===== config.mk =====
export PLATFORM = sky130hd
export DESIGN_NAME = ttt_event_collector_flat
export DESIGN_NICKNAME = d
export VERILOG_FILES = /design/src/rtl/ttt_event_pkg.sv /design/src/rtl/ttt_event_collector_if.sv /design/src/rtl/ttt_sync_fifo.sv /design/src/rtl/ttt_event_collector.sv /design/src/flat_wrapper.sv
export SDC_FILE = /design/constraint.sdc
export NUM_CORES = 1
export LEC_CHECK = 0
export CAP_MARGIN = 30
export CORE_UTILIZATION = 40
export DETAILED_ROUTE_END_ITERATION = 10
export SYNTH_ARGS = -nofsm -noshare
export SYNTH_HDL_FRONTEND = slang
export SYNTH_HIERARCHICAL = 1
export SYNTH_SLANG_ARGS = --single-unit

===== constraint.sdc =====
create_clock -name clock -period 4.5 [get_ports clock]
set_clock_uncertainty 0.15 [all_clocks]
set_input_delay 0.675 -clock clock [delete_from_list [all_inputs] [get_ports clock]]
set_output_delay 0.675 -clock clock [all_outputs]
set_load 0.005 [all_outputs]

===== src/rtl/ttt_event_pkg.sv =====
// ttt_event_pkg: shared sizes, startstop encoding and the buffered event record layout.
package ttt_event_pkg;
    localparam int NUM_PROCESSORS = 10;
    localparam int TIMESTAMP_BITS = 8;
    localparam int FIFO_DEPTH = 8;
    localparam int PID_BITS = $clog2(NUM_PROCESSORS);
    localparam int REC_BITS = 1 + TIMESTAMP_BITS + PID_BITS + 2;
    localparam int FILL_BITS = $clog2(FIFO_DEPTH) + 1;
    localparam int DROP_COUNT_BITS = 8;
    typedef enum logic [1:0] {SS_NONE, SS_START, SS_STOP, SS_BOTH} startstop_e;
    typedef struct packed {
        logic                      wrapped;
        logic [TIMESTAMP_BITS-1:0] timestamp;
        logic [PID_BITS-1:0]       processor_id;
        startstop_e                startstop;
    } event_rec_t;
endpackage


===== src/rtl/ttt_event_collector_if.sv =====
// ttt_event_collector_if: core event input plus host valid/ready readout.
interface ttt_event_collector_if;
    import ttt_event_pkg::*;
    logic                evt_valid;
    logic [PID_BITS-1:0] evt_processor_id;
    startstop_e          evt_startstop;
    logic                rd_valid;
    logic                rd_ready;
    event_rec_t          rd_data;
    modport master (output evt_valid, evt_processor_id, evt_startstop, rd_ready, input rd_valid, rd_data);
    modport slave (input evt_valid, evt_processor_id, evt_startstop, rd_ready, output rd_valid, rd_data);
endinterface


===== src/rtl/ttt_sync_fifo.sv =====
// ttt_sync_fifo: show-ahead synchronous FIFO; a push into a full FIFO is taken only alongside a pop.
module ttt_sync_fifo #(
    parameter int WIDTH = 8,
    parameter int DEPTH = 8
) (
    input  logic                     clock,
    input  logic                     reset_n,
    input  logic                     clear,
    input  logic                     push,
    input  logic                     pop,
    input  logic [WIDTH-1:0]         din,
    output logic [WIDTH-1:0]         dout,
    output logic                     full,
    output logic                     empty,
    output logic [$clog2(DEPTH):0]   count
);
    localparam int AW = $clog2(DEPTH);
    logic [AW:0] wr_q, wr_d, rd_q, rd_d;
    logic [WIDTH-1:0] mem_q [DEPTH];
    logic do_push, do_pop;
    always_comb begin
        empty = wr_q == rd_q;
        full = (wr_q[AW] != rd_q[AW]) && (wr_q[AW-1:0] == rd_q[AW-1:0]);
        count = wr_q - rd_q;
        do_pop = pop && !empty;
        do_push = push && (!full || do_pop);
        wr_d = clear ? '0 : wr_q + (AW+1)'(do_push);
        rd_d = clear ? '0 : rd_q + (AW+1)'(do_pop);
        dout = empty ? '0 : mem_q[rd_q[AW-1:0]];
    end
    always_ff @(posedge clock or negedge reset_n)
        if (!reset_n) begin
            wr_q <= '0;
            rd_q <= '0;
        end else begin
            wr_q <= wr_d;
            rd_q <= rd_d;
        end
    always_ff @(posedge clock)
        if (do_push && !clear) mem_q[wr_q[AW-1:0]] <= din;
endmodule


===== src/rtl/ttt_event_collector.sv =====
// ttt_event_collector: timestamps qualified core events and buffers them for host readout.
module ttt_event_collector
    import ttt_event_pkg::*;
(
    input  logic                       clock,
    input  logic                       reset_n,
    input  logic                       clear,
    input  logic                       tick,
    ttt_event_collector_if.slave       evt,
    output logic [FILL_BITS-1:0]       fill_level,
    output logic                       overflow,
    output logic [DROP_COUNT_BITS-1:0] drop_count
);
    localparam logic [PID_BITS:0] NP = (PID_BITS+1)'(NUM_PROCESSORS);
    logic [TIMESTAMP_BITS-1:0] ts_q, ts_d;
    logic [DROP_COUNT_BITS-1:0] drop_q, drop_d;
    logic wrap_q, wrap_d, ovf_q, ovf_d;
    logic hit, bad, qual, pop, accept, lost, full, empty;
    event_rec_t rec;
    logic [REC_BITS-1:0] dout;
    always_comb begin
        hit = evt.evt_valid && evt.evt_startstop != SS_NONE;
        bad = hit && {1'b0, evt.evt_processor_id} >= NP;
        qual = hit && !bad;
        pop = !empty && evt.rd_ready;
        accept = qual && (!full || pop);
        lost = qual && !accept;
        rec = '{wrapped: wrap_q, timestamp: ts_q, processor_id: evt.evt_processor_id, startstop: evt.evt_startstop};
        ts_d = clear ? '0 : ts_q + TIMESTAMP_BITS'(tick);
        // a wrap in the same cycle as a push must survive for the next record
        wrap_d = clear ? 1'b0 : (tick && &ts_q) ? 1'b1 : accept ? 1'b0 : wrap_q;
        ovf_d = !clear && (ovf_q || lost);
        drop_d = clear ? '0 : ((bad || lost) && !(&drop_q)) ? drop_q + 1'b1 : drop_q;
    end
    always_ff @(posedge clock or negedge reset_n)
        if (!reset_n) begin
            ts_q <= '0;
            wrap_q <= 1'b0;
            ovf_q <= 1'b0;
            drop_q <= '0;
        end else begin
            ts_q <= ts_d;
            wrap_q <= wrap_d;
            ovf_q <= ovf_d;
            drop_q <= drop_d;
        end
    ttt_sync_fifo #(.WIDTH(REC_BITS), .DEPTH(FIFO_DEPTH)) u_fifo (
        .clock(clock),
        .reset_n(reset_n),
        .clear(clear),
        .push(qual),
        .pop(pop),
        .din(rec),
        .dout(dout),
        .full(full),
        .empty(empty),
        .count(fill_level)
    );
    assign evt.rd_data = event_rec_t'(dout);
    assign evt.rd_valid = !empty;
    assign overflow = ovf_q;
    assign drop_count = drop_q;
endmodule

===== src/flat_wrapper.sv =====
// flat-port wrapper written by rule: the top's interface ports become plain ports
module ttt_event_collector_flat import ttt_event_pkg::*;
  (clock, reset_n, clear, tick, fill_level, overflow, drop_count, evt_evt_valid, evt_evt_processor_id, evt_evt_startstop, evt_rd_ready, evt_rd_valid, evt_rd_data);
  ttt_event_collector_if evt_i ();
  input  logic clock;
  input  logic reset_n;
  input  logic clear;
  input  logic tick;
  output logic [FILL_BITS-1:0] fill_level;
  output logic overflow;
  output logic [DROP_COUNT_BITS-1:0] drop_count;
  input wire logic [$bits(evt_i.evt_valid)-1:0] evt_evt_valid;
  input wire logic [$bits(evt_i.evt_processor_id)-1:0] evt_evt_processor_id;
  input wire logic [$bits(evt_i.evt_startstop)-1:0] evt_evt_startstop;
  input wire logic [$bits(evt_i.rd_ready)-1:0] evt_rd_ready;
  output wire logic [$bits(evt_i.rd_valid)-1:0] evt_rd_valid;
  output wire logic [$bits(evt_i.rd_data)-1:0] evt_rd_data;
  assign evt_i.evt_valid = evt_evt_valid;
  assign evt_i.evt_processor_id = evt_evt_processor_id;
  assign evt_i.evt_startstop = evt_evt_startstop;
  assign evt_i.rd_ready = evt_rd_ready;
  assign evt_rd_valid = evt_i.rd_valid;
  assign evt_rd_data = evt_i.rd_data;
  ttt_event_collector u_core (.clock(clock), .reset_n(reset_n), .clear(clear), .tick(tick), .evt(evt_i), .fill_level(fill_level), .overflow(overflow), .drop_count(drop_count));
endmodule

==> results.tsv, run 1 <==
metric	value	unit
top cells by area, synth	edfxtp_1 (59%), mux4_2 (11%), dfrtp_1 (11%)	
Synth area leader	edfxtp_1	
first-pass GRT wire length	19000	um
root buffer cell	clkbuf_16	
RSZ-0062 raised after global routing	false	
post-synth top area share	0.586	
pwr dens	406	nW/um^2
ys async rst share	0.178	
Critical R2R Launch	u_core/u_fifo/wr_q[1]	
port bufs	40	
# resized after CTS	0	
vias	3321	
hold-fix buffers at CTS	0	
synth unique cells	40	
worst-margin pin slew	0.831	ns
Ant. Diodes	0	
Sink Count	146	
CTS tree	yes	
worst path required time	3.67	ns
DIE AREA	15900	um^2
Post-synth top cells	edfxtp_1 (120), inv_1 (41), mux4_2 (30)	
initial core utilization	0.417	
DP Area	6830	um^2
WL per Instance	19.0	um
layout cell share with drive strength beyond 1	0.193	
max-cap viol count	0	
# setup viols final	0	
DP HPWL	7470	um
Max rail drop VDD	0.291	mV
Final GP Congestion	0.780	
later-pin clock latency in the skew report	0.42	ns
DRT iter0 DRCs	270	
Longest Clk Path Bufs	2	
status	completed	
Final Util	0.502	
hold depth	2	
Synth Net Count	393	
CP endpoint kind	output pin	
Hold/Removal Path Class	reg -> reg	
sequential area share after synthesis	0.692	
Die X	126	um
Worst Path Max Fanout	15	
sum of negative setup slack	0	ns
cells after synthesis	370	
post-CTS setup repair buffer count	0	
fin nets	453	
Remaining DRCs	0	
Core ar.	14800	um^2
DIE HEIGHT	126	um
critical path launch point type	flip-flop	
Pwr Total	3.01	mW
top_reg_cell synth	edfxtp_1	
HP Start	u_core/overflow	
Area growth syn-to-layout	20.4	%
Layout Cells excl Fill	625	
Filler Cell Count	1258	
gr usage total	0.164	
worst reg-to-reg setup slack	1.42	ns
vias per cell	5.31	
Rel. slew slack	0.446	
most common cell in the netlist	edfxtp_1	
Register-to-Register Path Depth	10	
Detailed Routing Iterations Pass 1	4	
Synth Area per Inst	16.6	um^2
cell area after synthesis	6150	um^2
Warnings, synthesis	6	
clock transition at the registers of the reported paths	0.06	ns
largest net degree at the start of global routing	37	
H-tree depth	4	
Leak	2.61	nW
Hold EP	u_core/overflow	
Post-synth EDFFs	120	
vias in the first global route	3521	
Max Freq	267	MHz
# IOs	41	
Worst Path Arrival	2.92	ns
initial antenna violation count	0	
DRT antenna net count	0	
Rows	44	
Placed Cells	595	
post-route cell area	7400	um^2
total global routing overflow	0	
Routed WL	11900	um
Crit Reg-Reg Endpoint	u_core/u_fifo/wr_q[2]	
FF+latch count, synth	146	
final period utilization	0.832	
CTS buffer count	17	
crit path kind	reg -> out	
Final Critical Period	3.75	ns
Final Slew Violations	0	
final hold vios	0	
layout by cell type, fill, tap and decap left out, types with 11 or more instances in the layout:
| master | synthesis | routed |
|---|---|---|
| nor2_1 | 23 | 23 |
| dfrtp_1 | 26 | 25 |
| edfxtp_1 | 120 | 120 |
| buf_4 | 1 | 12 |
| nand3_1 | 11 | 11 |
| mux4_2 | 30 | 30 |
| o22ai_1 | 15 | 15 |
| clkdlybuf4s50_1 | 0 | 40 |
| clkbuf_16 | 0 | 17 |
| inv_1 | 41 | 41 |
worst max path at each step:
stage	startpoint	endpoint
4_1_cts	u_core/u_fifo/wr_q[1]	evt_rd_data[4]
5_1_grt	u_core/u_fifo/wr_q[1]	evt_rd_data[4]
3_5_place_dp	evt_evt_startstop[1]	u_core/u_fifo/mem_q[1][7]
3_3_place_gp	evt_evt_startstop[1]	u_core/u_fifo/mem_q[2][7]
6_report	u_core/u_fifo/wr_q[1]	evt_rd_data[13]
2_1_floorplan	u_core/u_fifo/rd_q[1]	u_core/u_fifo/mem_q[1][0]
report_power, final:
group / total [mW] / switching, mW / internal [mW]
logic: 0.157 / 0.0800 / 0.0768
registers: 1.48 / 0.0114 / 1.47
clock network: 1.37 / 0.511 / 0.856
total: 3.01 / 0.602 / 2.40
kinds of logic after synthesis:
group	count (synthesis)	share of synthesized area
xor gates and xnor gates	14	0.0212
muxes	35	0.119
DFF	146	0.692
adders and majority gates	11	0.0236
and+or+nand+nor	78	0.0682
AOI/OAI and AO/OA	34	0.0383
buffers and inverters	52	0.0379
per-layer routing:
layer,GRT usage,vias to the layer above,share of wire
li1,-,1533,-
met1,0.206,1696,0.43
met2,0.270,82,0.51
met3,0.0484,10,0.049
met4,0.0588,0,0.0098
met5,0,-,0
sequential cells by signal (all words and copies together), names as in the netlist:
| signal | cells |
|---|---|
| u_core/wrap_q | 1 |
| u_core/u_fifo/wr_q | 4 |
| u_core/overflow | 1 |
| u_core/u_fifo/mem_q | 120 |
| u_core/u_fifo/rd_q | 4 |
| u_core/drop_count | 8 |
| u_core/ts_q | 8 |
cell type report:
cell class / count / area (um^2) / area share
clock inverters: 12 / 141 / 0.0191
well taps: 184 / 230 / 0.0311
multi-input cells: 172 / 1700 / 0.230
flip-flops and latches: 146 / 4260 / 0.575
inverters: 41 / 154 / 0.0208
repair buffers: 52 / 490 / 0.0663
clock buffers: 18 / 429 / 0.0580
metrics by stage:
step           hold slack, ns  worst slack, ns
2_1_floorplan           0.229            0.699
3_3_place_gp            0.376             1.12
3_5_place_dp            0.389             1.11
4_1_cts                 0.406            0.700
5_1_grt                 0.435            0.497
6_report                0.409            0.754
worst max-delay path: stages, from the launching register on:
cell             delay, ns
dfrtp_1               0.50
ha_1                  0.37
nand3_1               0.23
o21ai_2               0.73
o22ai_1               0.19
clkdlybuf4s50_1       0.49
Power figures use the tool's default switching activity.
==> inputs of run 2 (changes only) <==
==> constraint.sdc (replaced) <==
create_clock -name clock -period 3.4 [get_ports clock]
set_clock_uncertainty 0.15 [all_clocks]
set_input_delay 0.51 -clock clock [delete_from_list [all_inputs] [get_ports clock]]
set_output_delay 0.51 -clock clock [all_outputs]
set_load 0.005 [all_outputs]
==> results.tsv, run 2 (synthesis results as in run 1) <==
metric	value	unit
status	completed	
DIE AREA	15900	um^2
Register-to-Register Path Depth	12	
Final GP Congestion	0.776	
RSZ-0062 raised after global routing	false	
H-tree depth	4	
root buffer cell	clkbuf_16	
met2 WL	6100	um
Reg power frac	0.504	
routed wl met3	542	um
Hold/Removal Path Class	in -> async	
P_sw	0.824	mW
DRT antenna net count	0	
fin nets	462	
CP cell instances	inv_1 > ha_1 > nand3_1 > buf_4 > nor2_1 > inv_1 > clkdlybuf4s50_1	
max-cap viol count	0	
WL per Instance	19.5	um
Worst Path Max Fanout	4	
max layer used	met4	
crit path kind	reg -> out	
initial core utilization	0.417	
Layout Cells excl Fill	636	
Detailed Routing Iterations Pass 1	4	
initial antenna violation count	0	
final hold vios	0	
worst-margin pin slew	0.670	ns
vias in the first global route	3463	
total global routing overflow	0	
pwr dens	519	nW/um^2
DRT iter0 DRCs	265	
CTS tree	yes	
worst path required time	2.74	ns
largest net degree at the start of global routing	34	
Final Critical Period	3.23	ns
Longest Clk Path Bufs	2	
vias	3395	
hold-fix buffers at CTS	0	
max reg flops	120	
most common cell after layout, fill and taps aside	edfxtp_1	
Final Slew Violations	0	
Rows	44	
layout cell share with drive strength beyond 1	0.217	
Leak	2.67	nW
critical path launch point type	flip-flop	
M1 wire length	5610	um
# setup viols final	0	
Die X	126	um
Remaining DRCs	0	
final period utilization	0.949	
Placed Cells	602	
# IOs	41	
vias per cell	5.34	
port bufs	40	
Place WS	0.355	ns
internal power	3.06	mW
Worst Path Arrival	2.57	ns
Final Hold Slack	0.316	ns
clock transition at the registers of the reported paths	0.06	ns
DP HPWL	7690	um
Max rail drop VDD	0.358	mV
CP endpoint kind	output pin	
Worst path slowest cell	dfrtp_1	
Rel. slew slack	0.553	
commonest cells after routing, fill and taps aside	edfxtp_1 (120), inv_1 (41), clkdlybuf4s50_1 (40)	
Routed WL	12400	um
Critical Path Max Stage Delay	0.46	ns
CP most frequent cell	inv_1	
Max Freq	310	MHz
Critical path origin	u_core/u_fifo/rd_q[2]	
Final Util	0.507	
Comb power frac	0.060	
sw frac	0.212	
Sink Count	146	
CTS buffer count	17	
DIE HEIGHT	126	um
Critical R2R Launch	u_core/u_fifo/rd_q[2]	
later-pin clock latency in the skew report	0.42	ns
Ant. Diodes	0	
Area growth syn-to-layout	21.7	%
post-route worst setup slack	0.174	ns
first-pass GRT wire length	19700	um
gr usage total	0.172	
Core ar.	14800	um^2
Clk pwr share	0.436	
## run 2: changes by cell type in the layout (fill, tap and decap cells not counted)
cell / previous run / this run
o21ai_4: 0 / 2
clkinv_4: 0 / 4
buf_12: 0 / 2
buf_4: 12 / 19
clkinvlp_4: 3 / 2
bufinv_16: 3 / 1
o21ai_2: 2 / 0
clkinv_2: 1 / 4
clkinv_1: 4 / 2
## run 2: final timing paths
check / end / slack, ns
min: u_core/u_fifo/rd_q[3] / 0.32
max reg2reg: u_core/u_fifo/wr_q[2] / 0.22
max in group asynchronous: u_core/u_fifo/rd_q[0] / 2.51
min reg2reg: u_core/overflow / 0.38
max: evt_rd_valid / 0.17
min in group clock: u_core/overflow / 0.38
## run 2: cell type report
type,instances,area [um^2]
multi-input combinational,172,1720
sequential,146,4260
timing repair buffer,61,583
clock buffer,18,429
inverter,41,154
tap,184,230
fill,1252,7270
clock inverter,14,116
## run 2: per-stage QoR
stage / total power [mW] / TNS [ns] / area (um^2)
6_report: 3.88 / 0 / 7480
5_1_grt: 4.02 / 0 / 7480
4_1_cts: 3.93 / 0 / 7440
3_5_place_dp: 2.22 / 0 / 6880
3_3_place_gp: 2.22 / 0 / 6880
2_1_floorplan: 2.10 / -24.03 / 6150
## run 2: power by group through the flow
| stage | clock network (mW) | logic (mW) | registers, mW |
|---|---|---|---|
| after floorplan | 0 | 0.108 | 1.99 |
| after global placement | 0 | 0.221 | 1.99 |
| after detailed placement | 0 | 0.223 | 2.00 |
| after CTS | 1.74 | 0.226 | 1.96 |
| after global routing | 1.81 | 0.254 | 1.96 |
| final | 1.69 | 0.232 | 1.96 |
## run 2: repair_timing
| item | 4_1_cts | 5_1_grt |
|---|---|---|
| gates resized for setup | 2 | 0 |
| gates cloned | 0 | 0 |
| pin swaps | 0 | 3 |
| buffers inserted | 0 | 2 |
| endpoints found under the setup margin | 15 | 17 |
## run 2: routing by layer
layer | up-vias | GRT usage
met5 | - | 0
met4 | 0 | 0.0673
met3 | 17 | 0.0476
met2 | 73 | 0.276
met1 | 1757 | 0.223
li1 | 1548 | -
## run 2: critical path, delay by kind of cell (launching register included)
family                     cells  cell delay (ns)
adders and majority gates      1             0.35
buffers and inverters          4             0.87
and+or+nand+nor                2             0.46
DFF                            1             0.46
